**src/rtl/neuron_mac_seq.sv**
```systemverilog
// Single-neuron forward-pass sequencer: bias + sum(w*x) on a shared Q16.16
// multiply/accumulate path with a one-stage product register, then relu.
// Produces activation, pre-activation and relu derivative over valid/ready.
module neuron_mac_seq #(
   parameter int unsigned DW = 32,
   parameter int unsigned CW = 16
) (
   input  logic          clk,
   input  logic          rst_n,
   input  logic          start,
   output logic          start_ready,
   input  logic [DW-1:0] bias,
   input  logic          act_en,
   input  logic          in_valid,
   output logic          in_ready,
   input  logic [DW-1:0] in_x,
   input  logic [DW-1:0] in_w,
   input  logic          in_last,
   output logic          out_valid,
   input  logic          out_ready,
   output logic [DW-1:0] out_y,
   output logic [DW-1:0] out_pre,
   output logic          out_d,
   output logic [CW-1:0] out_count
);

   typedef enum logic [1:0] {StIdle, StAccum, StDrain, StDone} state_e;

   state_e        state_q;
   logic [DW-1:0] acc_q;
   logic [DW-1:0] prod_r_q;
   logic          prod_v_q;
   logic          act_en_q;
   logic [CW-1:0] count_q;
   logic [DW-1:0] out_y_q;
   logic [DW-1:0] out_pre_q;
   logic          out_d_q;
   logic          out_valid_q;

   logic signed [2*DW-1:0] prod_full;
   logic [DW-1:0]          mult_res;
   logic [DW-1:0]          acc_sum;
   logic                   sum_pos;
   logic                   beat;
   logic                   unused_prod_bits;

   // Q16.16 product: keep bits [47:16], round half up on bit 15.
   always_comb begin
      prod_full = $signed(in_x) * $signed(in_w);
      mult_res  = prod_full[DW+15:16] + DW'(prod_full[15]);
      acc_sum   = acc_q + (prod_v_q ? prod_r_q : '0);
      sum_pos   = $signed(acc_sum) > 0;
      beat      = in_valid && (state_q == StAccum);
   end

   assign unused_prod_bits = ^{prod_full[2*DW-1:DW+16], prod_full[14:0]};

   assign start_ready = (state_q == StIdle);
   assign in_ready    = (state_q == StAccum);
   assign out_valid   = out_valid_q;
   assign out_y       = out_y_q;
   assign out_pre     = out_pre_q;
   assign out_d       = out_d_q;
   assign out_count   = count_q;

   // Sequencer FSM with the accumulate datapath and registered result.
   always_ff @(posedge clk or negedge rst_n) begin
      if (!rst_n) begin
         state_q     <= StIdle;
         acc_q       <= '0;
         prod_r_q    <= '0;
         prod_v_q    <= 1'b0;
         act_en_q    <= 1'b0;
         count_q     <= '0;
         out_y_q     <= '0;
         out_pre_q   <= '0;
         out_d_q     <= 1'b0;
         out_valid_q <= 1'b0;
      end else begin
         unique case (state_q)
            StIdle: begin
               if (start) begin
                  acc_q    <= bias;
                  act_en_q <= act_en;
                  count_q  <= '0;
                  prod_v_q <= 1'b0;
                  state_q  <= StAccum;
               end
            end
            StAccum: begin
               // Pending product is folded in every cycle, even during gaps.
               acc_q    <= acc_sum;
               prod_r_q <= mult_res;
               prod_v_q <= beat;
               count_q  <= count_q + CW'(beat);
               if (beat && in_last) begin
                  state_q <= StDrain;
               end
            end
            StDrain: begin
               acc_q       <= acc_sum;
               prod_v_q    <= 1'b0;
               out_pre_q   <= acc_sum;
               out_y_q     <= (!act_en_q || sum_pos) ? acc_sum : '0;
               out_d_q     <= !act_en_q || sum_pos;
               out_valid_q <= 1'b1;
               state_q     <= StDone;
            end
            StDone: begin
               if (out_ready) begin
                  out_valid_q <= 1'b0;
                  state_q     <= StIdle;
               end
            end
            default: state_q <= StIdle;
         endcase
      end
   end

endmodule

```
**config.mk**
```make
export PLATFORM = sky130hd
export DESIGN_NAME = neuron_mac_seq
export DESIGN_NICKNAME = d
export VERILOG_FILES = /design/src/rtl/neuron_mac_seq.sv
export SDC_FILE = /design/constraint.sdc
export NUM_CORES = 2
export LEC_CHECK = 0
export CAP_MARGIN = 40
export CORE_ASPECT_RATIO = 0.6
export CORE_MARGIN = 8
export CORE_UTILIZATION = 45
export DETAILED_ROUTE_END_ITERATION = 6
export PLACE_DENSITY = 0.63
export SETUP_SLACK_MARGIN = 0.02
export SLEW_MARGIN = 20
export SYNTH_ARGS = -nofsm -noshare
export SYNTH_HDL_FRONTEND = slang
export SYNTH_SLANG_ARGS = --single-unit
```
**constraint.sdc**
```tcl
create_clock -name clk -period 5.8 [get_ports clk]
set_input_delay 1.45 -clock clk [delete_from_list [all_inputs] [get_ports clk]]
set_output_delay 1.45 -clock clk [all_outputs]
set_load 0.05 [all_outputs]
```
**Word level (Yosys, flattened, before mapping)**

Cells that the tools add are included.

- Register bits after elaboration: 150
- Input port bits: 103
- Output and inout port bits: 84
- Word-level logic and storage cells: 51

- Add/subtract/negate cells: 3
- Multiply operators: 1
- $lt $le $gt $ge: 1
- Equal/unequal tests: 6
- Mux-type cells: 14
- Reduce and logical (&&, ||, !) cells: 16

Operators with widths:

| kind | count |
|---|---|
| 32-bit 2-to-1 mux | 3 |
| 32-bit one-hot mux with 2 select lines | 1 |
| 32-bit by 32-bit multiplier with 48-bit output | 1 |
| 32-bit by 1-bit adder with 32-bit output | 1 |
| 32-bit adder | 1 |
| 32-bit by 1-bit greater-than comparator with 1-bit output, second input constant | 1 |
| 16-bit one-hot mux with 2 select lines | 1 |
| 16-bit by 1-bit adder with 16-bit output | 1 |
| 16-bit 2-to-1 mux | 1 |
| 2-bit AND reduction | 5 |
| 2-bit one-hot mux with 4 select lines | 1 |
| 2-bit 2-to-1 mux | 3 |
| 2-bit nonzero test | 3 |
| 2-bit == test, second input constant | 2 |
| 2-bit inequality test, second input constant | 2 |
| 1-bit one-hot mux with 3 select lines | 1 |
| 3-bit AND reduction | 1 |
| 3-bit nonzero test | 1 |
| 2-bit by 1-bit == test with 1-bit output, second input constant | 1 |
| 1-bit logical AND | 2 |
| 2-bit logical NOT | 1 |
| 1-bit 2-to-1 mux | 2 |
| 2-bit by 1-bit inequality test with 1-bit output, second input constant | 1 |
| 1-bit one-hot mux with 2 select lines | 1 |
| 3 further kinds | 3 |

**Logic depth before layout (Yosys ltp)**

- Word-level depth: 5
- Mapped depth: 30
- Gate-level depth less buffers: 28

**Least setup slack after synthesis**

Ideal clock, no wire load.

- Kind: input-to-reg
- Start point: in in_x[29]
- End point: reg prod_r_q[30]
- Library setup time: 0.082 ns
- Arrival: 8.906 ns
- Data required time: 5.718 ns
- Path slack: -3.188 ns
- Cell stages on the path: 28
- Buffers on the path: 3
- Cell sequence: clkbuf_1 > clkbuf_1 > nand2_1 > fa_1 > fa_1 > inv_1 > fa_1 > inv_1 > fa_1 > inv_1 > fa_1 > fa_1 > fa_1 > inv_1 > fa_1 > inv_1 > ha_1 > clkbuf_1 > and4_1 > nand2_1 > o221ai_1 > a211o_1 > a21oi_1 > xnor2_1 > and3_1 > nand4_2 > or4_1 > a31oi_1

- Longest elaborated chain between the ends: 2

Ends and longest elaborated chain:

| element | line | RTL |
|---|---|---|
| start, declared | 16 | `input logic [DW-1:0] in_x,` |
| 32-bit by 32-bit multiplier with 48-bit output | 49 | `prod_full = $signed(in_x) * $signed(in_w);` |
| 32-bit by 1-bit adder with 32-bit output | 50 | `mult_res = prod_full[DW+15:16] + DW'(prod_full[15]);` |
| end signal, assigned | 93 | `prod_r_q <= mult_res;` |
| end, declared | 31 | `logic [DW-1:0] prod_r_q;` |

Every way passes these cells.
A chain may end at the register's enable or synchronous reset.

**Worst setup path in the final report**

- Start point: in in_x[15]
- End point: reg prod_r_q[25]

Same word-level chain as after synthesis.

==> impl_metrics.py <==
metrics = {
    "global_route": {
        "grt_pass1_vias": 34110,
        "grt_max_degree": 73,
        "grt_antenna_before_repair": 4,
        "overflow": 0,
        "grt_pass1_wl_mm": 197,
        "track_usage_pct": 26.5,
    },
    "worst_setup_path": {
        "worst-path-max-fanout": 6,
        "crit_buf_inv": 9,
        "crit_arrival_ps": 9100,
        "critPathMostFrequentCell": "fa_1",
        "cp-end-kind": "register",
        "required_ps": 6190,
        "cp_top_family": "adder cells",
        "cpPeakStageDelay_ps": 580,
        "slowest_stage": "fa_1",
        "path_class": "input port to register",
        "start_kind": "input port",
    },
    "outcome": {
        "status": "finished with violations",
        "violations": "negative setup slack",
    },
    "timing": {
        "slew_viol_final": 0,
        "final_hold_viol_count": 0,
        "fmax_ghz": 0.115,
        "min_period_ps": 8710,
        "timing.final.ws_setup_ps": -2910,
        "fin_tns_setup_ps": -79210,
        "fin_skew_ps": 25.8,
        "setup_violations": 32,
        "rsz0062_at_grt": "true",
        "worstMarginPinSlew_ps": 796,
        "relSlewSlack_pct": 46.6,
        "period_share_pct": 150,
    },
    "yosys": {
        "synth_cell_types": 92,
        "syn_area_per_cell_um2": 9.02,
        "synth-warning-count": 0,
        "syn_nets": 5406,
        "synthArstFlopShare_pct": 100,
        "synth_top_flop_cell": "dfrtp_1",
        "syn-cell-area_um2": 38400,
        "synth-seq-cells": 150,
        "ys_seq_area_share_pct": 9.77,
        "synthCells": 4261,
        "synth-edff-count": 0,
    },
    "finish": {
        "fillers": 7069,
        "syn2layout_area_growth_pct": 31.4,
        "layout-drive-gt1-share_pct": 22.0,
        "final_cell_area_um2": 50500,
        "multi_input_area_um2": 32300,
        "seq_area_um2": 3750,
        "num-nets-final": 6018,
    },
    "routing": {
        "wl_per_cell_um": 20.6,
        "dr.pass1.iters": 6,
        "via_per_inst": 5.29,
        "antenna_left": 0,
        "drt-initial-drc-count": 2743,
        "wirelength_mm": 124,
        "dr_total_vias": 31899,
        "drc": 0,
    },
    "run": {
        "drv_cap": 0,
    },
    "worst_hold_path": {
        "min_path_type": "register to register",
    },
    "die": {
        "fp-row-count": 83,
        "floorplan.initialDensity_pct": 45.2,
        "die_h_um": 242,
        "die_area_um2": 95300,
        "ios": 187,
        "die_w_um": 393,
        "core_area_um2": 85100,
    },
    "clocking": {
        "worst_skew_pair.late_latency_ps": 490,
        "cts_made_buffers": 25,
        "cts_tree": "yes",
        "clk_path_buf_depth": 3,
        "cts_hold_buf": 0,
        "cts_num_sinks": 150,
        "h-tree-depth": 4,
        "path_clk_slew_ps": 50,
        "cts-root-buf": "clkbuf_16",
    },
    "placement": {
        "hpwl_mm": 91.0,
        "dpl_cell_area_um2": 45200,
        "port_buffers": 186,
        "gp_congestion": 0.891,
    },
}
[stage by stage]
stage / instances / setup slack [ps] / util [%] / hold slack (ps)
floorplan: 4261 / -2790 / - / 452
global placement: 5779 / -3890 / 53.2 / 473
detailed placement: 5780 / -4030 / 53.2 / 477
CTS: 5980 / -2830 / 58.1 / 492
global route: 6024 / -3090 / 59.4 / 514
finish: 6025 / -2910 / 59.4 / 489
[cell usage in the layout, fill, tap and decap left out, types with 95 or more instances in the layout]
cell and n:
fa_1 776, nand2_1 609, clkdlybuf4s50_1 121, and2_1 395, ha_1 166, o21ai_0 122, buf_4 400, dfrtp_1 150
buf_6 95, inv_1 813, nor2_1 108
[registers in the layout (all words and copies together), names as in the netlist, 2 cells and up]
register / flops
out_y: 32
state_q: 2
out_pre: 32
out_count: 16
prod_r_q: 32
acc_q: 32
[path summary, 6_finish.rpt]
check | start | end | slack [ps] | depth (start not counted)
max reg2reg | prod_v_q$_DFFE_PN0P_ | out_d$_DFFE_PN0P_ | 1110 | 14
max | in_x[15] | prod_r_q[25]$_DFFE_PN0P_ | -2910 | 29
min reg2reg | out_y[29]$_DFFE_PN0P_ | out_y[29]$_DFFE_PN0P_ | 490 | 1
max in group asynchronous | rst_n | state_q[0]$_DFFE_PN0P_ | 3750 | 2
min in group asynchronous | rst_n | out_pre[2]$_DFFE_PN0P_ | 970 | 1
min | out_y[29]$_DFFE_PN0P_ | out_y[29]$_DFFE_PN0P_ | 490 | 1
[logic make-up after synthesis]
kind of cell | count (synthesis) | synth area share [%]
simple gates | 1378 | 17.6
buf+inv | 1072 | 10.6
fa+ha+maj | 1042 | 50.3
compound gates | 453 | 7.74
flops | 150 | 9.77
xor+xnor | 121 | 2.76
mux | 45 | 1.21
[cell type report]
type	instances	area share (%)
antenna	1	0.00496
clock buffer	29	1.35
clock inverter	2	0.0198
inverter	841	6.27
multi-input combinational	3039	64.0
sequential	150	7.43
tap	1147	2.84
timing repair buffer	816	18.1
[per-layer routing]
layer | part of all wire (%) | GRT usage (%) | up-vias
met3 | 10 | 8.09 | 200
met4 | 2.7 | 6.03 | 2
met1 | 45 | 38.8 | 16242
li1 | - | - | 14176
met5 | 0.12 | 1.09 | -
met2 | 43 | 38.3 | 1279
[timing repair]
action	CTS	global route
pin swaps	205	165
endpoints found under the setup margin	32	32
gates cloned	40	2
buffers inserted	130	50
resized for setup	544	222
endpoints found under the hold margin	0	0
[cell usage after synthesis, types with 8 or more instances]
master    count  area (µm²)
or3_1        11        68.8
o21a_1       15         113
a21oi_1     103         515
clkbuf_1    208         781
nand4_1      34         213
mux2_2       13         146
o21ai_1      12        60.1
a31oi_1      13        81.3
inv_1       841        3160
nand2b_1     15        93.8
nor3_1       21         105
buf_1         8        30.0
and3_1       12        75.1
fa_1        839       16800
nand2_1     632        2370
xor2_1       47         412
o211ai_1      9        67.6
a22oi_1      25         188
o21ai_0     132         661
xnor2_1      74         648
dfrtp_1     150        3750
nor2b_1      14        87.6
and4_1        9        78.8
ha_1        203        2540
mux2i_1      32         320
nand3_1      40         200
a211o_1       9        78.8
buf_2        12        60.1
a211oi_1     13        97.6
o21bai_1      9        67.6
a21o_1       24         180
o31ai_1      10        75.1
and2_1      435        2720
nor2_1      121         454
Power is left out: the tool's default activity adds up to more than one toggle a clock period on the data nets, which glitch-free logic cannot reach.
